`src/rtl/block_pio_sequencer_pkg.sv`:
```
// Shared types for the block PIO sequencer.
// Block geometry and pixel-to-word mapping.
package compression_pkg;

  typedef enum logic [1:0] {
    FILL  = 2'd0,
    REQ   = 2'd1,
    DRAIN = 2'd2
  } seq_state_t;

  localparam int BLK_PIX   = 64;
  localparam int BLK_WORDS = 16;
  localparam int LANES     = 4;

  typedef struct packed {
    logic [3:0] word;
    logic [1:0] lane;
  } pix_loc_t;

  // row r=p/8, col c=p%8 -> word 2r+c/4, lane c%4
  function automatic pix_loc_t pix_loc(
    input logic [5:0] p
  );
    pix_loc_t l;
    l.word = {p[5:3], p[2]};
    l.lane = p[1:0];
    return l;
  endfunction

endpackage

```
`src/rtl/block_pio_sequencer_if.sv`:
```
// Pixel streams and CPU block handshake
// of the block PIO sequencer.
interface block_pio_sequencer_if;

  logic [7:0]   pix_in_data;
  logic         pix_in_valid;
  logic         pix_in_ready;
  logic [511:0] blk_to_cpu;
  logic [511:0] blk_from_cpu;
  logic         cpu_req;
  logic         cpu_ack;
  logic [7:0]   pix_out_data;
  logic         pix_out_valid;
  logic         pix_out_ready;

  modport master (
    input  pix_in_data,
    input  pix_in_valid,
    output pix_in_ready,
    output blk_to_cpu,
    input  blk_from_cpu,
    output cpu_req,
    input  cpu_ack,
    output pix_out_data,
    output pix_out_valid,
    input  pix_out_ready
  );

  modport slave (
    output pix_in_data,
    output pix_in_valid,
    input  pix_in_ready,
    input  blk_to_cpu,
    output blk_from_cpu,
    input  cpu_req,
    output cpu_ack,
    input  pix_out_data,
    input  pix_out_valid,
    output pix_out_ready
  );

endinterface

```
`src/rtl/block_word_buffer.sv`:
```
// 16x32 block store: byte write, parallel
// load, byte read, flat word view.
module block_word_buffer
  import compression_pkg::*;
(
  input  logic         clk,
  input  logic         rst_n,
  input  logic         wr_en,
  input  logic [5:0]   wr_idx,
  input  logic [7:0]   wr_data,
  input  logic         ld_en,
  input  logic [511:0] ld_data,
  input  logic [5:0]   rd_idx,
  output logic [7:0]   rd_data,
  output logic [511:0] words
);

  logic [8*LANES-1:0] mem [BLK_WORDS];
  pix_loc_t wl;
  pix_loc_t rl;

  assign wl = pix_loc(wr_idx);
  assign rl = pix_loc(rd_idx);

  always_ff @(posedge clk or negedge rst_n) begin
    if (!rst_n) begin
      for (int k = 0; k < BLK_WORDS; k++)
        mem[k] <= '0;
    end else if (ld_en) begin
      for (int k = 0; k < BLK_WORDS; k++)
        mem[k] <= ld_data[32*k +: 32];
    end else if (wr_en) begin
      mem[wl.word][{wl.lane, 3'b000} +: 8]
        <= wr_data;
    end
  end

  always_comb begin
    words = '0;
    for (int k = 0; k < BLK_WORDS; k++)
      words[32*k +: 32] = mem[k];
  end

  assign rd_data =
    mem[rl.word][{rl.lane, 3'b000} +: 8];

endmodule

```
`src/rtl/block_pio_sequencer.sv`:
```
// Packs 8x8 pixel blocks for the Nios II PIO
// lines, waits for results, streams them out.
module block_pio_sequencer
  import compression_pkg::*;
#(
  parameter int unsigned TIMEOUT_CYCLES = 0
) (
  input  logic                 clk_clk,
  input  logic                 reset_reset_n,
  block_pio_sequencer_if.master bus,
  output logic [7:0]           status
);

  seq_state_t  state, state_d;
  logic [6:0]  pix_cnt, pix_cnt_d;
  logic [5:0]  byte_cnt, byte_cnt_d;
  logic [4:0]  blk_cnt, blk_cnt_d;
  logic [31:0] tmo_cnt, tmo_cnt_d;
  logic        err, err_d;
  logic        in_rdy, in_rdy_d;
  logic        in_wr;
  logic        out_ld;
  logic        tmo_hit;
  logic [7:0]   unused_in_rd;
  logic [511:0] unused_out_words;

  assign in_wr = in_rdy && bus.pix_in_valid;
  assign tmo_hit = (TIMEOUT_CYCLES != 0) &&
    (tmo_cnt + 32'd1 == TIMEOUT_CYCLES);

  always_ff @(posedge clk_clk or negedge reset_reset_n) begin
    if (!reset_reset_n) begin
      state    <= FILL;
      pix_cnt  <= '0;
      byte_cnt <= '0;
      blk_cnt  <= '0;
      tmo_cnt  <= '0;
      err      <= 1'b0;
      in_rdy   <= 1'b0;
    end else begin
      state    <= state_d;
      pix_cnt  <= pix_cnt_d;
      byte_cnt <= byte_cnt_d;
      blk_cnt  <= blk_cnt_d;
      tmo_cnt  <= tmo_cnt_d;
      err      <= err_d;
      in_rdy   <= in_rdy_d;
    end
  end

  always_comb begin
    state_d    = state;
    pix_cnt_d  = pix_cnt;
    byte_cnt_d = byte_cnt;
    blk_cnt_d  = blk_cnt;
    tmo_cnt_d  = tmo_cnt;
    err_d      = err;
    out_ld     = 1'b0;
    unique case (state)
      FILL: begin
        if (in_wr)
          pix_cnt_d = pix_cnt + 7'd1;
        // an ack still high from the last block gates the request
        if (pix_cnt == 7'(BLK_PIX) && !bus.cpu_ack) begin
          state_d   = REQ;
          tmo_cnt_d = '0;
        end
      end
      REQ: begin
        if (bus.cpu_ack) begin
          out_ld     = 1'b1;
          byte_cnt_d = '0;
          state_d    = DRAIN;
        end else if (tmo_hit) begin
          err_d     = 1'b1;
          pix_cnt_d = '0;
          state_d   = FILL;
        end else begin
          tmo_cnt_d = tmo_cnt + 32'd1;
        end
      end
      DRAIN: begin
        if (bus.pix_out_ready) begin
          byte_cnt_d = byte_cnt + 6'd1;
          if (byte_cnt == 6'(BLK_PIX - 1)) begin
            blk_cnt_d = blk_cnt + 5'd1;
            pix_cnt_d = '0;
            state_d   = FILL;
          end
        end
      end
      default: state_d = FILL;
    endcase
    in_rdy_d = (state_d == FILL) &&
      (pix_cnt_d != 7'(BLK_PIX));
  end

  block_word_buffer u_in_buf (
    .clk     (clk_clk),
    .rst_n   (reset_reset_n),
    .wr_en   (in_wr),
    .wr_idx  (pix_cnt[5:0]),
    .wr_data (bus.pix_in_data),
    .ld_en   (1'b0),
    .ld_data ('0),
    .rd_idx  (6'd0),
    .rd_data (unused_in_rd),
    .words   (bus.blk_to_cpu)
  );

  block_word_buffer u_out_buf (
    .clk     (clk_clk),
    .rst_n   (reset_reset_n),
    .wr_en   (1'b0),
    .wr_idx  (6'd0),
    .wr_data (8'd0),
    .ld_en   (out_ld),
    .ld_data (bus.blk_from_cpu),
    .rd_idx  (byte_cnt),
    .rd_data (bus.pix_out_data),
    .words   (unused_out_words)
  );

  assign bus.pix_in_ready  = in_rdy;
  assign bus.cpu_req       = (state == REQ);
  assign bus.pix_out_valid = (state == DRAIN);
  assign status = {err, state, blk_cnt};

endmodule

```
`src/flat_wrapper.sv`:
```
// flat-port wrapper written by rule: the top's interface ports become plain ports
module block_pio_sequencer_flat import compression_pkg::*;
#(
  parameter int unsigned TIMEOUT_CYCLES = 0
)
  (clk_clk, reset_reset_n, status, bus_pix_in_data, bus_pix_in_valid, bus_pix_in_ready, bus_blk_to_cpu, bus_blk_from_cpu, bus_cpu_req, bus_cpu_ack, bus_pix_out_data, bus_pix_out_valid, bus_pix_out_ready);
  block_pio_sequencer_if bus_i ();
  input  logic clk_clk;
  input  logic reset_reset_n;
  output logic [7:0] status;
  input wire logic [$bits(bus_i.pix_in_data)-1:0] bus_pix_in_data;
  input wire logic [$bits(bus_i.pix_in_valid)-1:0] bus_pix_in_valid;
  output wire logic [$bits(bus_i.pix_in_ready)-1:0] bus_pix_in_ready;
  output wire logic [$bits(bus_i.blk_to_cpu)-1:0] bus_blk_to_cpu;
  input wire logic [$bits(bus_i.blk_from_cpu)-1:0] bus_blk_from_cpu;
  output wire logic [$bits(bus_i.cpu_req)-1:0] bus_cpu_req;
  input wire logic [$bits(bus_i.cpu_ack)-1:0] bus_cpu_ack;
  output wire logic [$bits(bus_i.pix_out_data)-1:0] bus_pix_out_data;
  output wire logic [$bits(bus_i.pix_out_valid)-1:0] bus_pix_out_valid;
  input wire logic [$bits(bus_i.pix_out_ready)-1:0] bus_pix_out_ready;
  assign bus_i.pix_in_data = bus_pix_in_data;
  assign bus_i.pix_in_valid = bus_pix_in_valid;
  assign bus_pix_in_ready = bus_i.pix_in_ready;
  assign bus_blk_to_cpu = bus_i.blk_to_cpu;
  assign bus_i.blk_from_cpu = bus_blk_from_cpu;
  assign bus_cpu_req = bus_i.cpu_req;
  assign bus_i.cpu_ack = bus_cpu_ack;
  assign bus_pix_out_data = bus_i.pix_out_data;
  assign bus_pix_out_valid = bus_i.pix_out_valid;
  assign bus_i.pix_out_ready = bus_pix_out_ready;
  block_pio_sequencer #(.TIMEOUT_CYCLES(TIMEOUT_CYCLES)) u_core (.clk_clk(clk_clk), .reset_reset_n(reset_reset_n), .bus(bus_i), .status(status));
endmodule
```
`config.mk`:
```
export PLATFORM = sky130hd
export DESIGN_NAME = block_pio_sequencer_flat
export DESIGN_NICKNAME = d
export VERILOG_FILES = /design/src/rtl/block_pio_sequencer_pkg.sv /design/src/rtl/block_pio_sequencer_if.sv /design/src/rtl/block_word_buffer.sv /design/src/rtl/block_pio_sequencer.sv /design/src/flat_wrapper.sv
export SDC_FILE = /design/constraint.sdc
export NUM_CORES = 2
export LEC_CHECK = 0
export CORE_AREA = 2 2 408 410
export DETAILED_ROUTE_END_ITERATION = 12
export DIE_AREA = 0 0 410 412
export MAX_ROUTING_LAYER = met4
export PLACE_DENSITY = 0.53
export SYNTH_ARGS = -nofsm -noshare
export SYNTH_HDL_FRONTEND = slang
export SYNTH_SLANG_ARGS = --single-unit
```
`constraint.sdc`:
```
create_clock -name clk_clk -period 5.5 [get_ports clk_clk]
set_clock_uncertainty 0.15 [all_clocks]
set_input_delay 1.1 -clock clk_clk [delete_from_list [all_inputs] [get_ports clk_clk]]
set_output_delay 1.1 -clock clk_clk [all_outputs]
set_load 0.01 [all_outputs]
```
==> out/metrics.csv <==
stage;metric;value;unit
worst_setup_path;end_kind;output port;
placement;port_buffers;1054;
logic_synthesis;synth_mux_area_share;7.53;%
clock_tree;htreeDepth;3;
outcome;outcome;completed;
clock_tree;clk_pin_slew;0.07;ns
sta;finalSetupViolCount;0;
logic_synthesis;syn-num-nets;4921;
drt;drt_first_pass_iters;7;
worst_setup_path;critPathBufInv;3;
clock_tree;postCtsSetupBuffers;0;
pwr;ir_drop;0.000292;V
die;coreArea;164000;sq um
logic_synthesis;synth_cells;4389;
sta;maxSlewHeadroom;24.9;%
drt;routedWlPerCell;25.0;um
clock_tree;cts_resized;0;
drt;drc;0;
global_route;grt_util_all_layers;22.8;%
worst_setup_path;reg2reg_slack;2.44;ns
logic_synthesis;synth-edff-count;0;
drt;drt_wl_total;191000;um
logic_synthesis;synth_ff_type;dfrtp_1;
drt;drt-initial-drc-count;2926;
worst_setup_path;path_class;reg2out;
worst_setup_path;worstPathArrival;4.11;ns
clock_tree;cts_tree;yes;
run;max_cap_viol_count;0;
die;initial_core_util;25.9;%
sta;finalHoldWorstSlack;0.294;ns
clock_tree;cts_buffer_depth;3;
clock_tree;cts_root_buffer;clkbuf_16;
sta;max_freq;0.187;GHz
sta;period_share;97.4;%
logic_synthesis;synthSimpleGateAreaFrac;20.3;%
logic_synthesis;synthArstFlopShare;100;%
clock_tree;cts-buffers-inserted;114;
logic_synthesis;synth_top_family_by_area;simple AND/OR/NAND/NOR gates;
sta;fin_crit;5.36;ns
worst_setup_path;cp-start-kind;flip-flop;
die;die-area;169000;sq um
logic_synthesis;synth_top_cell_area_share;61.4;%
placement;gp_congestion;0.901;
logic_synthesis;synth_fa_ha_area_share;0.206;%
sta;slew_violations;0;
sta;setup_tns;0;ns
worst_setup_path;crit_chain;buf_12, buf_12, mux4_2, o22ai_1, nor3_1, o221a_1, clkdlybuf4s50_1;
cells_and_area;layout.nets;5873;
sta;setup_slack;0.143;ns
worst_setup_path;startpoint;u_core.byte_cnt[2]$_DFFE_PN0P_;
sta;worst_pin_slew;1.12;ns
pwr;p_leak;0.0272;uW
logic_synthesis;netlist_area;42600;sq um
logic_synthesis;yosysSeqAreaShare;61.4;%
logic_synthesis;synth.area.top_cells;dfrtp_1 61%, nand2_1 19%, o21ai_0 6.1%;
die;die_w;410;um
placement;dpl_worst_slack;0.871;ns
die;die_h;412;um
worst_setup_path;cpPeakStageDelay;0.70;ns
worst_setup_path;rr_worst_depth;5;
clock_tree;clock_sinks;1045;
die;boundaryPins;1056;
worst_setup_path;rr_startpoint;u_core.pix_cnt[0]$_DFF_PN0_;
placement;place_area;55500;sq um
worst_setup_path;reg2reg_to;u_core.u_in_buf.words[23]$_DFFE_PN0P_;
worst_setup_path;cp_slowest_cell;dfrtp_4;
worst_setup_path;crit_family;buffers and inverters;
clock_tree;clock_latency;0.75;ns
hold_path;min_path_type;in2async;
drt;via_per_inst;4.60;
sta;hold_viol;0;
logic_synthesis;synth_compound_area_share;7.70;%
logic_synthesis;synth_cell_types;46;
global_route;grt_pass1_wl;268000;um
drt;route.antenna.remaining_nets;0;
global_route;antenna_found_initial;28;
die;rows;149;
cells_and_area;drive_gt1_share;7.58;%
pwr;p_total;21000;uW
global_route;grt_pass1_vias;35100;
cells_and_area;fin_area;59500;sq um
placement;post-dp-hpwl;149000;um
global_route;gr-total-overflow;0;
worst_setup_path;cp_common_cell;buf_12;
worst_setup_path;cp_data_required_time;4.25;ns
drt;vias;35200;
clock_tree;hold_buffers;0;
logic_synthesis;synth-seq-cells;1045;
logic_synthesis;syn_area_per_cell;9.71;sq um
logic_synthesis;synth_top_area_cell;dfrtp_1;
pwr;powerDensity;353;nW/um^2
global_route;grt_max_degree;130;
worst_setup_path;critPathMaxFanout;26;
logic_synthesis;synth_xor_area_share;0.164;%
logic_synthesis;yosysWarnings;0;
cells_and_area;syn2layout_area_growth;39.6;%
sta;rsz0062_at_grt;false;
how the worst max path moves through the flow:
stage	to	cells after the start
after CTS	bus_pix_out_data[0]	7
after floorplan	bus_pix_out_data[7]	7
final	bus_pix_out_data[6]	7
after detailed placement	bus_pix_out_data[0]	7
after global routing	bus_pix_out_data[0]	6
after global placement	bus_pix_out_data[6]	7
sequential cells by signal, indices dropped and copies added, names as in the netlist:
name                     flops
u_core.pix_cnt               7
u_core.bus.pix_in_ready      1
u_core.state                 2
u_core.blk_cnt               5
u_core.byte_cnt              6
u_core.u_out_buf.words     512
u_core.u_in_buf.words      512
cell families after synthesis:
family                   after synthesis
other                                  1
AND/OR/NAND/NOR                     2256
AO/OA/AOI/OAI                        613
flip-flops                          1045
multiplexers                         176
XOR/XNOR                               8
buffers and inverters                283
adder cells (fa/ha/maj)                7
area by class of cell:
| cell class | count | area [sq um] |
|---|---|---|
| Clock buffer | 155 | 3260 |
| Clock inverter | 55 | 704 |
| Multi-Input combinational cell | 3061 | 15300 |
| Sequential cell | 1045 | 26200 |
| Inverter | 6 | 22.5 |
| Fill cell | 16600 | 105000 |
| Tap cell | 2189 | 2740 |
| Antenna cell | 19 | 47.5 |
| Timing Repair Buffer | 1113 | 11200 |
worst register-to-register path, cell delays in order, from the launching register on:
cell and delay [ns]:
dfrtp_1 0.60, inv_2 0.13, ha_1 0.43, nor3b_2 0.43, nand2_1 0.75, o21ai_0 0.45
per-layer routing:
| layer | track usage, % | wire [um] | part of all wire (%) |
|---|---|---|---|
| met3 | 3.84 | 10900 | 5.7 |
| met4 | 9.30 | 8490 | 4.5 |
| met5 | - | 0 | 0 |
| met1 | 26.9 | 75600 | 40 |
| met2 | 38.7 | 95700 | 50 |
stage by stage:
step	utilization, %	cells
6_report	36.2	7643
5_1_grt	36.2	7640
4_1_cts	36.2	7624
3_5_place_dp	33.8	7414
3_3_place_gp	33.8	7414
2_1_floorplan	-	4389
layout by cell type, fill, tap and decap left out, types with 7 or more instances in the layout:
cell type and count:
a211oi_1 15, a21oi_1 12, a221o_1 9, a31oi_1 9
buf_12 19, buf_4 40, bufinv_16 8, clkbuf_1 16
clkbuf_16 114, clkbuf_8 25, clkdlybuf4s50_1 1053, clkinv_2 19
clkinvlp_4 14, dfrtp_1 1041, diode_2 19, ha_1 7
mux2_2 27, mux2i_1 36, mux4_2 113, nand2_1 2164
nand2b_1 13, nor2_1 23, nor3_1 16, o21ai_0 520
o221a_1 7, o22ai_1 31
where the power goes:
part           internal [uW]  total (uW)  switching [uW]
sequential              8210        8720             517
clock                   4570        8050            3480
combinational           1840        4200            2370
synthesized netlist by cell type, types with 2 or more instances:
master / number
o221a_1: 7
a221o_1: 9
a21oi_1: 12
nor3b_2: 3
and3_1: 6
nand4_1: 5
buf_1: 10
a22oi_1: 2
nand2b_1: 13
xor2_1: 4
o221ai_1: 3
or3_1: 2
mux2_2: 27
inv_2: 2
nor4_1: 2
nand3b_1: 2
nor2_1: 23
clkbuf_1: 234
nor3_2: 2
a31oi_1: 9
nor2b_1: 4
a211oi_1: 15
inv_1: 4
nand3_1: 6
ha_1: 7
dfrtp_1: 1045
buf_6: 5
nor3_1: 17
xnor2_1: 4
mux2i_1: 36
o22ai_1: 31
mux4_2: 113
buf_2: 17
nand2_1: 2165
or2_2: 3
o21ai_0: 520
buf_4: 11
No activity file was read; power rests on OpenSTA's default activity.
